`config.mk`:
```
export PLATFORM = sky130hd
export DESIGN_NAME = midi_note_ctrl
export DESIGN_NICKNAME = d
export VERILOG_FILES = /design/src/rtl/midi_note_ctrl_pkg.sv /design/src/rtl/midi_note_ctrl_divmod12.sv /design/src/rtl/midi_note_ctrl.sv
export SDC_FILE = /design/constraint.sdc
export NUM_CORES = 1
export LEC_CHECK = 0
export CORE_MARGIN = 2
export CORE_UTILIZATION = 35
export DETAILED_ROUTE_END_ITERATION = 16
export GPL_TIMING_DRIVEN = 0
export PLACE_DENSITY = 0.6
export SETUP_SLACK_MARGIN = 0.4
export SLEW_MARGIN = 20
export SYNTH_ARGS = -nofsm -noshare
export SYNTH_HDL_FRONTEND = slang
export SYNTH_HIERARCHICAL = 1
export SYNTH_SLANG_ARGS = --single-unit
```
`constraint.sdc`:
```
create_clock -name clk -period 3 [get_ports clk]
set_input_delay 0.3 -clock clk [delete_from_list [all_inputs] [get_ports clk]]
set_output_delay 0.3 -clock clk [all_outputs]
set_load 0.02 [all_outputs]
```
`src/rtl/midi_note_ctrl_pkg.sv`:
```
// Shared types and constants for the MIDI note controller: parser states,
// MIDI status nibbles and the top-octave pitch table.
package midi_note_ctrl_pkg;

   typedef enum logic [1:0] {
      NO_STATUS = 2'd0,
      WAIT_D1   = 2'd1,
      WAIT_D2   = 2'd2,
      CALC      = 2'd3
   } state_t;

   localparam logic [3:0] NOTE_ON   = 4'h9;
   localparam logic [3:0] NOTE_OFF  = 4'h8;
   localparam logic [7:0] RT_MIN    = 8'hF8;
   localparam logic [3:0] DIV_ITERS = 4'd11;

   // Phase increment for semitone 'semi' of octave 10 (key/12 numbering, A10 = 14080 Hz).
   function automatic logic [63:0] PITCH_TBL(input int semi, input int acc_w, input int clk_hz);
      real f_hz;
      f_hz = 14080.0 * (2.0 ** ((real'(semi) - 9.0) / 12.0));
      return 64'(longint'(f_hz * (2.0 ** acc_w) / real'(clk_hz)));
   endfunction

endpackage

```
`src/rtl/midi_note_ctrl_divmod12.sv`:
```
// note_divmod12: key -> octave (key/12) and semitone (key%12) by eleven
// conditional subtract-12 steps; done rises exactly 11 cycles after start.
module note_divmod12
   import midi_note_ctrl_pkg::*;
(
   input  logic       clk,
   input  logic       reset,
   input  logic       i_start,
   input  logic [6:0] i_key,
   output logic       o_done,
   output logic [3:0] o_octave,
   output logic [3:0] o_semi
);

   logic [6:0] r_rem;
   logic [3:0] r_quo;
   logic [3:0] r_cnt;
   logic       r_busy;

   always_ff @(posedge clk or posedge reset) begin
      if (reset) begin
         r_rem  <= '0;
         r_quo  <= '0;
         r_cnt  <= '0;
         r_busy <= 1'b0;
      end else if (i_start) begin
         r_rem  <= i_key;
         r_quo  <= '0;
         r_cnt  <= DIV_ITERS;
         r_busy <= 1'b1;
      end else if (r_busy) begin
         if (r_cnt != 4'd0) begin
            if (r_rem >= 7'd12) begin
               r_rem <= r_rem - 7'd12;
               r_quo <= r_quo + 4'd1;
            end
            r_cnt <= r_cnt - 4'd1;
         end else begin
            r_busy <= 1'b0;
         end
      end
   end

   // Key <= 127 leaves the remainder below 12 after eleven steps.
   assign o_done   = r_busy && (r_cnt == 4'd0);
   assign o_octave = r_quo;
   assign o_semi   = r_rem[3:0];

endmodule

```
`src/rtl/midi_note_ctrl.sv`:
```
// MIDI note-on/off parser with running status, last-note priority and a
// multi-cycle pitch calculation driving the oscillator phase increment.
module midi_note_ctrl
   import midi_note_ctrl_pkg::*;
#(
   parameter int PHASE_ACC_WIDTH = 30,
   parameter int CLK_HZ          = 100_000_000
) (
   input  logic                       clk,
   input  logic                       reset,
   input  logic [7:0]                 rx_data,
   input  logic                       rx_valid,
   output logic                       rx_ready,
   input  logic [3:0]                 midi_ch,
   output logic [PHASE_ACC_WIDTH-1:0] fccw,
   output logic                       gate,
   output logic [6:0]                 note_num,
   output logic [6:0]                 velocity,
   output logic                       retrig,
   output logic                       err
);

   state_t r_state;
   state_t w_state_next;

   logic                       r_run_on;
   logic [6:0]                 r_key;
   logic [6:0]                 r_vel;
   logic                       r_off_pend;
   logic [PHASE_ACC_WIDTH-1:0] r_fccw;
   logic                       r_gate;
   logic [6:0]                 r_note;
   logic [6:0]                 r_velocity;
   logic                       r_retrig;
   logic                       r_err;

   logic w_accept, w_is_rt, w_ch_match;
   logic w_set_run, w_clr_run, w_latch_key, w_start, w_off_hit, w_orphan;
   logic w_done;
   logic [3:0] w_oct, w_semi;
   logic [PHASE_ACC_WIDTH-1:0] w_tbl [16];
   logic [PHASE_ACC_WIDTH-1:0] w_fccw;

   for (genvar gi = 0; gi < 16; gi++) begin : g_tbl
      localparam logic [63:0] TBL_WORD = (gi < 12) ? PITCH_TBL(gi, PHASE_ACC_WIDTH, CLK_HZ) : 64'd0;
      assign w_tbl[gi] = TBL_WORD[PHASE_ACC_WIDTH-1:0];
   end

   assign w_fccw     = w_tbl[w_semi] >> (4'd10 - w_oct);
   assign rx_ready   = (r_state != CALC);
   assign w_accept   = rx_valid && rx_ready;
   assign w_is_rt    = (rx_data >= RT_MIN);
   assign w_ch_match = (rx_data[3:0] == midi_ch) &&
                       ((rx_data[7:4] == NOTE_ON) || (rx_data[7:4] == NOTE_OFF));

   note_divmod12 u_divmod (
      .clk      (clk),
      .reset    (reset),
      .i_start  (w_start),
      .i_key    (r_key),
      .o_done   (w_done),
      .o_octave (w_oct),
      .o_semi   (w_semi)
   );

   always_ff @(posedge clk or posedge reset) begin
      if (reset) r_state <= NO_STATUS;
      else       r_state <= w_state_next;
   end

   always_comb begin
      w_state_next = r_state;
      w_set_run    = 1'b0;
      w_clr_run    = 1'b0;
      w_latch_key  = 1'b0;
      w_start      = 1'b0;
      w_off_hit    = 1'b0;
      w_orphan     = 1'b0;
      if (r_state == CALC) begin
         if (w_done) w_state_next = WAIT_D1;
      end else if (w_accept && !w_is_rt) begin
         if (rx_data[7]) begin
            if (w_ch_match) begin
               w_set_run    = 1'b1;
               w_state_next = WAIT_D1;
            end else begin
               w_clr_run    = 1'b1;
               w_state_next = NO_STATUS;
            end
         end else if (r_state == NO_STATUS) begin
            w_orphan = 1'b1;
         end else if (r_state == WAIT_D1) begin
            w_latch_key  = 1'b1;
            w_state_next = WAIT_D2;
         end else if (r_run_on && (rx_data != 8'h00)) begin
            w_start      = 1'b1;
            w_state_next = CALC;
         end else begin
            // Note-off (explicit or zero velocity) only releases the sounding key.
            w_off_hit    = (r_key == r_note);
            w_state_next = WAIT_D1;
         end
      end
   end

   always_ff @(posedge clk or posedge reset) begin
      if (reset) begin
         r_run_on   <= 1'b0;
         r_key      <= '0;
         r_vel      <= '0;
         r_off_pend <= 1'b0;
         r_fccw     <= '0;
         r_gate     <= 1'b0;
         r_note     <= '0;
         r_velocity <= '0;
         r_retrig   <= 1'b0;
         r_err      <= 1'b0;
      end else begin
         r_retrig   <= 1'b0;
         r_err      <= w_orphan;
         r_off_pend <= w_off_hit;
         if (w_set_run)      r_run_on <= (rx_data[7:4] == NOTE_ON);
         else if (w_clr_run) r_run_on <= 1'b0;
         if (w_latch_key) r_key <= rx_data[6:0];
         if (w_start)     r_vel <= rx_data[6:0];
         if ((r_state == CALC) && w_done) begin
            r_fccw     <= w_fccw;
            r_note     <= r_key;
            r_velocity <= r_vel;
            r_gate     <= 1'b1;
            r_retrig   <= 1'b1;
         end else if (r_off_pend) begin
            r_gate <= 1'b0;
         end
      end
   end

   assign fccw     = r_fccw;
   assign gate     = r_gate;
   assign note_num = r_note;
   assign velocity = r_velocity;
   assign retrig   = r_retrig;
   assign err      = r_err;

endmodule

```
==> metrics.md <==
| Metric | Value |
|---|---|
| Status | finished clean |
| Post-DP Area | 0.00539 sq mm |
| Vias in the first global route | 4235 |
| Clock latency on the worst-skew pair | 0.33 ns |
| CTS tree | built |
| Sequential share of the synthesized area | 37.4% |
| Total power | 5190 uW |
| Final Hold Viols | 0 |
| Crit path top cell by count | buf_4 |
| Crit path cell chain | buf_4 > buf_4 > inv_4 > ha_4 > buf_6 > nand2b_1 > a311oi_4 > nor2_1 > o41ai_2 > a21oi_1 > o211ai_1 |
| CTS Root Cell | clkbuf_16 |
| Dpl hpwl | 9810 um |
| Commonest non-fill, non-tap cell in the layout | nand2_1 |
| Global Route Usage Sum | 19.2% |
| Max stage delay on crit path | 0.42 ns |
| Depth of the most critical reg-to-reg path | 11 |
| Number of cells on the critical path | 11 |
| IO buf count | 49 |
| Post-layout min period | 2.51 ns |
| Residual DRC count | 0 |
| Post-synthesis mux area share | 5.39% |
| Vias | 4351 |
| CTS max path bufs | 2 |
| Initial Util | 36.2% |
| Setup crit end kind | flop |
| Num CTS Buffers | 9 |
| TritonCTS Sinks | 69 |
| Routed WL | 13300 um |
| Die width | 119 um |
| Predominant post-synthesis flop cell | dfrtp_1 |
| Top delay family on crit path | compound AO/OA/AOI/OAI gates |
| Slew Viols, Final | 0 |
| Synth Area in Simple Gates | 20.6% |
| Fin area | 0.00594 sq mm |
| Largest net degree at the start of global routing | 29 |
| Slew headroom | 43.7% |
| Flip-flop and latch area | 0.00173 sq mm |
| Crit path DAT | 2.77 ns |
| Skew final | 0.00470 ns |
| Warnings from Yosys | 6 |
| Die H | 119 um |
| PwrDens | 874 mW/mm^2 |
| FMAX | 398 MHz |
| Core box area | 0.0128 sq mm |
| Fill cell count | 1252 |
| #FFs+latches synth | 69 |
| Worst Path Buf+Inv | 4 |
| CTS H-Tree Depth | 3 |
| Initial DRC count | 323 |
| Crit-path slowest cell | a311oi_4 |
| Leakage power | 0.00263 uW |
| Crit-path max FO | 10 |
| Routability cong. | 0.925 |
| Critical path startpoint category | flop |
| Setup violations, final | 0 |
| Largest family of logic cells by synthesized area | compound AO/OA/AOI/OAI gates |
| Final period utilization | 83.8% |
| Unique masters post-synth | 71 |
| RSZ-0062 raised after global routing | true |
| Synthesized cell area | 0.00462 sq mm |
| Synthesized area per cell | 8.65 sq um |
| Setup TNS | 0 ns |
| Synth Area in Adders | 3.79% |
| Mapped Cells | 534 |
| Slew @ Worst Pin | 0.837 ns |
| Top Ports | 63 |
| Row count | 41 |
| Layout cells sized above 1 | 18.2% |
| Setup Crit Path Kind | reg -> reg |
| Die ar. | 0.0141 sq mm |
| GRT overflow | 0 |
| Final #Nets | 640 |
| Hold_ws | 0.380 ns |
| Hold Path Class | in -> async |
| Most frequent cells in the layout | nand2_1 (99), dfrtp_1 (67), clkdlybuf4s50_1 (49) |
| Global-route wire length before repair | 22000 um |
| P&R area growth vs syn | 28.7% |
| Max VDD drop | 0.343 mV |
| Worst-path clk slew | 0.06 ns |
| Synth Area in Compound Gates | 20.9% |
| Drt wl/cell | 16.9 um |
| Antenna Nets Post-Route | 0 |
| Max-cap violations | 0 |
| Initial antenna violation count | 0 |
| Post-synth EDFFs | 0 |
| Post-Synth XOR/XNOR Area | 3.60% |
| N_diodes | 0 |
| Vias per inst | 5.52 |
| Asr flop ratio synth | 100% |
| Core Util, Final | 46.5% |
| First drt pass iteration count | 5 |
| Area occupied by multi-input gates | 0.00272 sq mm |
| Post-CTS Hold Buffers | 0 |
| Critical path data required time | 3.25 ns |
## Yosys cell counts (all sizes together), types with 3 or more instances
cell type    n  area [sq um]
nand2      100           375
nor2b        6          37.5
o211a        3          30.0
and2         4          25.0
a221o        4          40.0
o31ai        6          45.0
nand2b       8          50.1
nor4         4          25.0
inv         18          67.6
a31oi       12          75.1
dfrtp       69          1730
a22o         4          35.0
mux2i        8          80.1
a211oi       3          22.5
or4b         3          30.0
o21a         4          30.0
a21oi       22           110
a211o        4          35.0
mux2        11           124
xor2         9          78.8
ha          14           175
buf         33           236
nand3       12          60.1
xnor2       10          87.6
a32oi        3          26.3
o311ai       6          70.1
nor3b        3          33.8
o21ai       26           130
or3          7          50.1
a21boi       4          30.0
nand4        4          25.0
o221ai       4          35.0
clkbuf      18          68.8
nor3         9          45.0
nor2        36           135
o22ai        5          31.3
o211ai       4          30.0
## final timing paths
path	start	to	slack, ns
max	u_divmod/r_rem[1]	fccw[0]	0.49
min	reset	err	0.38
max reg2reg	u_divmod/r_rem[1]	fccw[0]	0.49
min reg2reg	r_vel[5]	velocity[5]	0.47
max in group asynchronous	reset	fccw[12]	2.07
min in group clk	rx_data[7]	err	0.39
## layout make-up
type                    instances  share of cell area (%)
multi-input cells             405                    45.8
repair buffers                 55                    9.22
flip-flops and latches         69                    29.1
plain buffers                  51                    5.54
clock buffers                   9                    3.79
clock inverters                 7                    1.62
well taps                     172                    3.62
inverters                      20                    1.37
## what timing repair did
item | CTS | global route
gates resized for setup | 23 | 35
setup endpoints to repair | 41 | 41
buffers inserted | 4 | 1
pin swaps | 2 | 2
## layer usage
metal,part of all wire [%],GRT usage [%],wire length (um),up-vias
met4,3.5,6.85,465,0
li1,-,-,-,2036
met3,5.7,3.93,760,38
met1,43,25.0,5740,2093
met5,0,0,0,-
met2,48,31.8,6340,184
## through the flow
| step | instances | setup WS (ns) |
|---|---|---|
| detailed placement | 767 | -0.107 |
| CTS | 787 | 0.361 |
| floorplan | 545 | 0.573 |
| global route | 788 | 0.363 |
| finish | 788 | 0.486 |
| global placement | 766 | -0.0826 |
## kinds of logic after synthesis
family                     after synthesis
AOI/OAI and AO/OA                      136
xor gates and xnor gates                19
adders and majority gates               14
buffers and inverters                   71
DFF                                     69
muxes                                   21
other                                    1
and+or+nand+nor                        203
## registers in the layout (all words and copies together), names as in the netlist, 2 cells and up
register / flops
fccw: 18
note_num: 7
r_key: 7
r_state: 2
r_vel: 7
u_divmod/o_octave: 4
u_divmod/r_cnt: 4
u_divmod/r_rem: 7
velocity: 7
## power by group
group	leakage (uW)	internal, uW	switching, uW
clock	0.000160	732	424
combinational	0.00154	1090	1750
sequential	0.000925	1050	151
Power figures use the tool's default switching activity.
